**config.mk**
```make
export PLATFORM = sky130hd
export DESIGN_NAME = mc_sequencer
export DESIGN_NICKNAME = d
export VERILOG_FILES = /design/src/rtl/mc_sequencer_pkg.sv /design/src/rtl/mc_sequencer_op_class_dec.sv /design/src/rtl/mc_sequencer.sv
export SDC_FILE = /design/constraint.sdc
export NUM_CORES = 1
export LEC_CHECK = 0
export CAP_MARGIN = 25
export CORE_ASPECT_RATIO = 1.2
export CORE_MARGIN = 8
export CORE_UTILIZATION = 37
export CTS_BUF_LIST = sky130_fd_sc_hd__clkbuf_8 sky130_fd_sc_hd__clkbuf_16
export CTS_CLUSTER_DIAMETER = 40
export DETAILED_ROUTE_END_ITERATION = 7
export PLACE_DENSITY = 0.61
export SKIP_LAST_GASP = 1
export SLEW_MARGIN = 15
export SYNTH_ARGS = -nofsm -noshare
export SYNTH_HDL_FRONTEND = slang
export SYNTH_SLANG_ARGS = --single-unit
```
**constraint.sdc**
```tcl
create_clock -name cpu_clk -period 6.8 [get_ports cpu_clk]
set_input_delay 1.36 -clock cpu_clk [delete_from_list [all_inputs] [get_ports cpu_clk]]
set_output_delay 1.36 -clock cpu_clk [all_outputs]
set_load 0.05 [all_outputs]
```
**src/rtl/mc_sequencer_pkg.sv**
```systemverilog
// Shared definitions for the multi-cycle instruction sequencer:
// FSM state encodings, opcode class codes and opcode range boundaries.
package mc_sequencer_pkg;

  typedef enum logic [2:0] {
    ST_FETCH  = 3'd0,
    ST_DECODE = 3'd1,
    ST_EXEC   = 3'd2,
    ST_MEM    = 3'd3,
    ST_WB     = 3'd4,
    ST_HALT   = 3'd5
  } state_t;

  typedef enum logic [2:0] {
    CLS_ALU     = 3'd0,
    CLS_LOAD    = 3'd1,
    CLS_STORE   = 3'd2,
    CLS_LINK    = 3'd3,
    CLS_JUMP    = 3'd4,
    CLS_ILLEGAL = 3'd5
  } op_class_t;

  // ALU opcodes occupy two ranges; 6'h07 sits in the gap and is illegal.
  localparam logic [5:0] OP_ALU_A_HI = 6'h06;
  localparam logic [5:0] OP_ALU_B_LO = 6'h08;
  localparam logic [5:0] OP_ALU_B_HI = 6'h10;
  localparam logic [5:0] OP_LOAD     = 6'h11;
  localparam logic [5:0] OP_STORE    = 6'h12;
  localparam logic [5:0] OP_LINK_A   = 6'h13;
  localparam logic [5:0] OP_LINK_B   = 6'h14;
  localparam logic [5:0] OP_JUMP_LO  = 6'h15;
  localparam logic [5:0] OP_JUMP_HI  = 6'h19;

endpackage

```
**src/rtl/mc_sequencer_op_class_dec.sv**
```systemverilog
// Combinational opcode classifier: maps the 6-bit opcode to its class.
module op_class_dec
  import mc_sequencer_pkg::*;
(
  input  logic [5:0] op,
  output op_class_t  op_cls
);

  // Range compare; anything not matched falls through as illegal.
  always_comb begin
    op_cls = CLS_ILLEGAL;
    if (op <= OP_ALU_A_HI)
      op_cls = CLS_ALU;
    else if ((op >= OP_ALU_B_LO) && (op <= OP_ALU_B_HI))
      op_cls = CLS_ALU;
    else if (op == OP_LOAD)
      op_cls = CLS_LOAD;
    else if (op == OP_STORE)
      op_cls = CLS_STORE;
    else if ((op == OP_LINK_A) || (op == OP_LINK_B))
      op_cls = CLS_LINK;
    else if ((op >= OP_JUMP_LO) && (op <= OP_JUMP_HI))
      op_cls = CLS_JUMP;
  end

endmodule

```
**src/rtl/mc_sequencer.sv**
```systemverilog
// Multi-cycle instruction sequencer: FETCH/DECODE/EXEC/MEM/WB control FSM,
// strobe decode and retired-instruction counter.
// Build option: ILLEGAL_HALT_EN -- when defined, an illegal opcode parks the
// FSM in HALT until reset; otherwise it retires as a NOP.
//
// state  | meaning
// FETCH  | request instruction word, load IR on mem_ready
// DECODE | capture opcode into op_q
// EXEC   | dispatch on class; jumps (and NOP'd illegals) retire here
// MEM    | data access; stores retire on mem_ready
// WB     | register write-back and retire
// HALT   | parked after an illegal opcode, exits only via reset
module mc_sequencer
  import mc_sequencer_pkg::*;
(
  input  logic        cpu_clk,
  input  logic        cpu_rst,
  input  logic [5:0]  opcode,
  input  logic        mem_ready,
  output logic        mem_req,
  output logic        mem_we,
  output logic        ir_we,
  output logic        pc_we,
  output logic        rf_we,
  output logic        inst_done,
  output logic [2:0]  state,
  output logic [31:0] inst_cnt
);

  state_t      state_q;
  state_t      state_d;
  logic [5:0]  op_q;
  op_class_t   op_cls;
  logic [31:0] cnt_q;

  op_class_dec u_op_class_dec (
    .op     (op_q),
    .op_cls (op_cls)
  );

  // State register.
  always_ff @(posedge cpu_clk) begin
    if (cpu_rst) state_q <= ST_FETCH;
    else         state_q <= state_d;
  end

  // Opcode is captured once in DECODE so later changes on the IR field are ignored.
  always_ff @(posedge cpu_clk) begin
    if (cpu_rst)                    op_q <= '0;
    else if (state_q == ST_DECODE)  op_q <= opcode;
  end

  // Retired-instruction counter, free-running wrap.
  always_ff @(posedge cpu_clk) begin
    if (cpu_rst)        cnt_q <= '0;
    else if (inst_done) cnt_q <= cnt_q + 32'd1;
  end

  // Next-state and strobe decode; reset suppresses every strobe combinationally.
  always_comb begin
    state_d   = state_q;
    mem_req   = 1'b0;
    mem_we    = 1'b0;
    ir_we     = 1'b0;
    pc_we     = 1'b0;
    rf_we     = 1'b0;
    inst_done = 1'b0;
    if (!cpu_rst) begin
      case (state_q)
        ST_FETCH: begin
          mem_req = 1'b1;
          if (mem_ready) begin
            ir_we   = 1'b1;
            state_d = ST_DECODE;
          end
        end
        ST_DECODE: state_d = ST_EXEC;
        ST_EXEC: begin
          case (op_cls)
            CLS_ALU, CLS_LINK:   state_d = ST_WB;
            CLS_LOAD, CLS_STORE: state_d = ST_MEM;
            CLS_JUMP: begin
              pc_we     = 1'b1;
              inst_done = 1'b1;
              state_d   = ST_FETCH;
            end
            default: begin
`ifdef ILLEGAL_HALT_EN
              state_d   = ST_HALT;
`else
              pc_we     = 1'b1;
              inst_done = 1'b1;
              state_d   = ST_FETCH;
`endif
            end
          endcase
        end
        ST_MEM: begin
          mem_req = 1'b1;
          mem_we  = (op_cls == CLS_STORE);
          if (mem_ready) begin
            if (op_cls == CLS_LOAD) begin
              state_d = ST_WB;
            end else begin
              pc_we     = 1'b1;
              inst_done = 1'b1;
              state_d   = ST_FETCH;
            end
          end
        end
        ST_WB: begin
          rf_we     = 1'b1;
          pc_we     = 1'b1;
          inst_done = 1'b1;
          state_d   = ST_FETCH;
        end
`ifdef ILLEGAL_HALT_EN
        ST_HALT: state_d = ST_HALT;
`endif
        default: state_d = ST_FETCH;
      endcase
    end
  end

  assign state    = cpu_rst ? ST_FETCH : state_q;
  assign inst_cnt = cpu_rst ? 32'd0 : cnt_q;

endmodule

```
==> results.sh <==
export IMPL_rows=31
export IMPL_synth_top_cell_area_share=0.3550
export IMPL_tightest_slew_ns=0.7108
export IMPL_wirelength_um=5878
export IMPL_max_freq_ghz=0.2127
export IMPL_final_nets=342
export IMPL_cts_buffers=5
export IMPL_core_area_um2=6051
export IMPL_netlist_instances=293
export IMPL_wl_met3_um=333
export IMPL_globalRouteOverflowTotal=0
export IMPL_path_max_fanout=3
export IMPL_hold_violations=0
export IMPL_grt_max_degree=76
export IMPL_p_leak_nw=0.9129
export IMPL_synth_ff_type="dfxtp_1"
export IMPL_grt_pass1_wl_um=9584
export IMPL_first_pass_iters=4
export IMPL_synth_warning_count=0
export IMPL_crit_arrival_ns=3.34
export IMPL_synth_seq_cells=41
export IMPL_cts_path_max_buffers=2
export IMPL_syn_nets=303
export IMPL_synth_top_cell_by_area="dfxtp_1"
export IMPL_top_layer="met4"
export IMPL_clk_pin_slew_worst_paths_ns=0.08
export IMPL_htreeDepth=2
export IMPL_fin_area_um2=2918
export IMPL_drv_cap=0
export IMPL_hp_class="reg -> reg"
export IMPL_vias=2184
export IMPL_drtIter0Drc=110
export IMPL_cts_setup_buffers=0
export IMPL_status="complete, no violations"
export IMPL_avgSynthCellArea_um2=7.892
export IMPL_initial_core_util=0.3821
export IMPL_synth_most_common_cell="dfxtp_1"
export IMPL_irDropWorstVdd_v=0.00009316
export IMPL_max_slew_margin_rel=0.5261
export IMPL_ioPinCount=50
export IMPL_syn_area_um2=2312
export IMPL_io_buffers=49
export IMPL_cts_tree="built"
export IMPL_rsz0062_at_grt="no"
export IMPL_post_dp_cell_area_um2=2814
export IMPL_finalSetupViolCount=0
export IMPL_antenna_left=0
export IMPL_antenna_found_initial=0
export IMPL_cts_hold_buf=0
export IMPL_tns_ns=0
export IMPL_worstPathRequired_ns=5.44
export IMPL_critPathLaunchType="input port"
export IMPL_gp_congestion=0.8469
export IMPL_grt_use_total=0.1315
export IMPL_clock_latency_ns=0.30
export IMPL_synthTopCellsByArea="dfxtp_1 35%, nor2b_1 8.4%, a21oi_1 6.3%, nor2_1 4.5%, or4_1 4.2%"
export IMPL_drive_gt1_frac=0.05723
export IMPL_async_reset_ff_frac=0
export IMPL_die_h_um=102.6
export IMPL_synth_edf_count=0
export IMPL_period_share=0.6916
export IMPL_drv_slew=0
export IMPL_clock_sinks=41
export IMPL_power_density_nw_per_um2=167.0
export IMPL_finalCriticalPeriod_ns=4.703
export IMPL_ys_seq_area_frac=0.3550
export IMPL_wl_met2_um=2688
export IMPL_n_antenna_cell=0
export IMPL_avgRoutedWirePerCell_um=14.20
export IMPL_syn2layout_area_growth_pct=26.19
export IMPL_die_w_um=88.17
export IMPL_dp_hpwl_um=4106
export IMPL_die_area_um2=9045
export IMPL_cts_resized=0
export IMPL_viasPerCell=5.275
export IMPL_synth_common_cells="41 x dfxtp_1, 31 x nor2b_1, 29 x a21oi_1"
export IMPL_drc_errors=0
export IMPL_ys_types=40
export IMPL_finalClockSkew_ns=0.007360
export IMPL_end_kind="output port"
export IMPL_path_class="in -> out"
export IMPL_wl_met1_um=2739
export IMPL_fillers=611
export IMPL_grt_pass1_vias=2010
export IMPL_ctsRootBufferMaster="clkbuf_8"
## stage by stage
step                cells  power (W)    util  setup slack (ns)  hold WS, ns
global route          414  0.0005042  0.4822             1.997       0.5151
CTS                   414  0.0004927  0.4822             2.092       0.5011
global placement      407  0.0003012  0.4651             2.118       0.4791
floorplan             293  0.0002887       -             2.135       0.4473
detailed placement    407  0.0003015  0.4651             2.102       0.4870
finish                414  0.0004872  0.4822             2.097       0.4991
## metal layers
metal  vias to the layer above  GRT usage
met5                         -          0
met2                        45     0.2078
met1                       982     0.1620
met4                         0    0.05606
li1                       1145          -
met3                        12    0.03748
## placed cells by master (no fill, tap or decap), drive strengths merged, types with 2 or more instances in the layout
master         instances
nor2b                 31
nor3                   8
nand2                 13
inv                    9
dfxtp                 41
nand3                 16
o31a                   2
nand4                 12
or4                   13
buf                    3
or3                   14
nor2                  28
o31ai                 12
a311oi                 2
mux2i                  8
nor4                   2
clkdlybuf4s50         48
o21ai                 14
mux2                   4
clkbuf                 5
a21oi                 29
## critical path: stages
cell             delay [ns]
clkdlybuf4s50_1        0.50
o211ai_1               0.12
o31a_2                 0.40
nor2_1                 0.13
clkdlybuf4s50_1        0.83
## sequential cells by signal, summed over array words and instances (netlist names)
signal,cells
cnt_q,32
op_q,6
state_q,3
## cell type report
type / count / area [um^2] / share of cell area
Multi-Input combinational cell: 224 / 1356 / 0.4648
Sequential cell: 41 / 820.8 / 0.2813
Timing Repair Buffer: 51 / 500.5 / 0.1715
Tap cell: 82 / 102.6 / 0.03516
Clock buffer: 5 / 68.82 / 0.02358
Clock inverter: 2 / 35.03 / 0.01201
Inverter: 9 / 33.78 / 0.01158
## cell families after synthesis
family,Yosys count,share of synthesized area
compound gates,65,0.1699
xor+xnor,1,0.003789
fa+ha+maj,1,0.005410
buf+inv,28,0.05844
flops,41,0.3550
mux,12,0.05411
simple gates,145,0.3534
## path summary, 6_finish.rpt
path / startpoint / to / slack (ns) / depth (start not counted)
worst min-delay path: cnt_q[20] / cnt_q[20] / 0.50 / 2
worst min register to register: cnt_q[20] / cnt_q[20] / 0.50 / 2
worst max register to register: op_q[2] / cnt_q[5] / 4.45 / 6
worst max-delay path: mem_ready / pc_we / 2.10 / 5
## power by group
group	switching, W	total, W	internal, W	leakage (nW)
Combinational	0.0000299	0.0000471	0.0000173	0.528
Clock	0.0000850	0.000192	0.000107	0.0540
Sequential	0.00000474	0.000248	0.000244	0.331
Total	0.000120	0.000487	0.000368	0.913
Note: power is estimated with default switching activity, not from simulation.
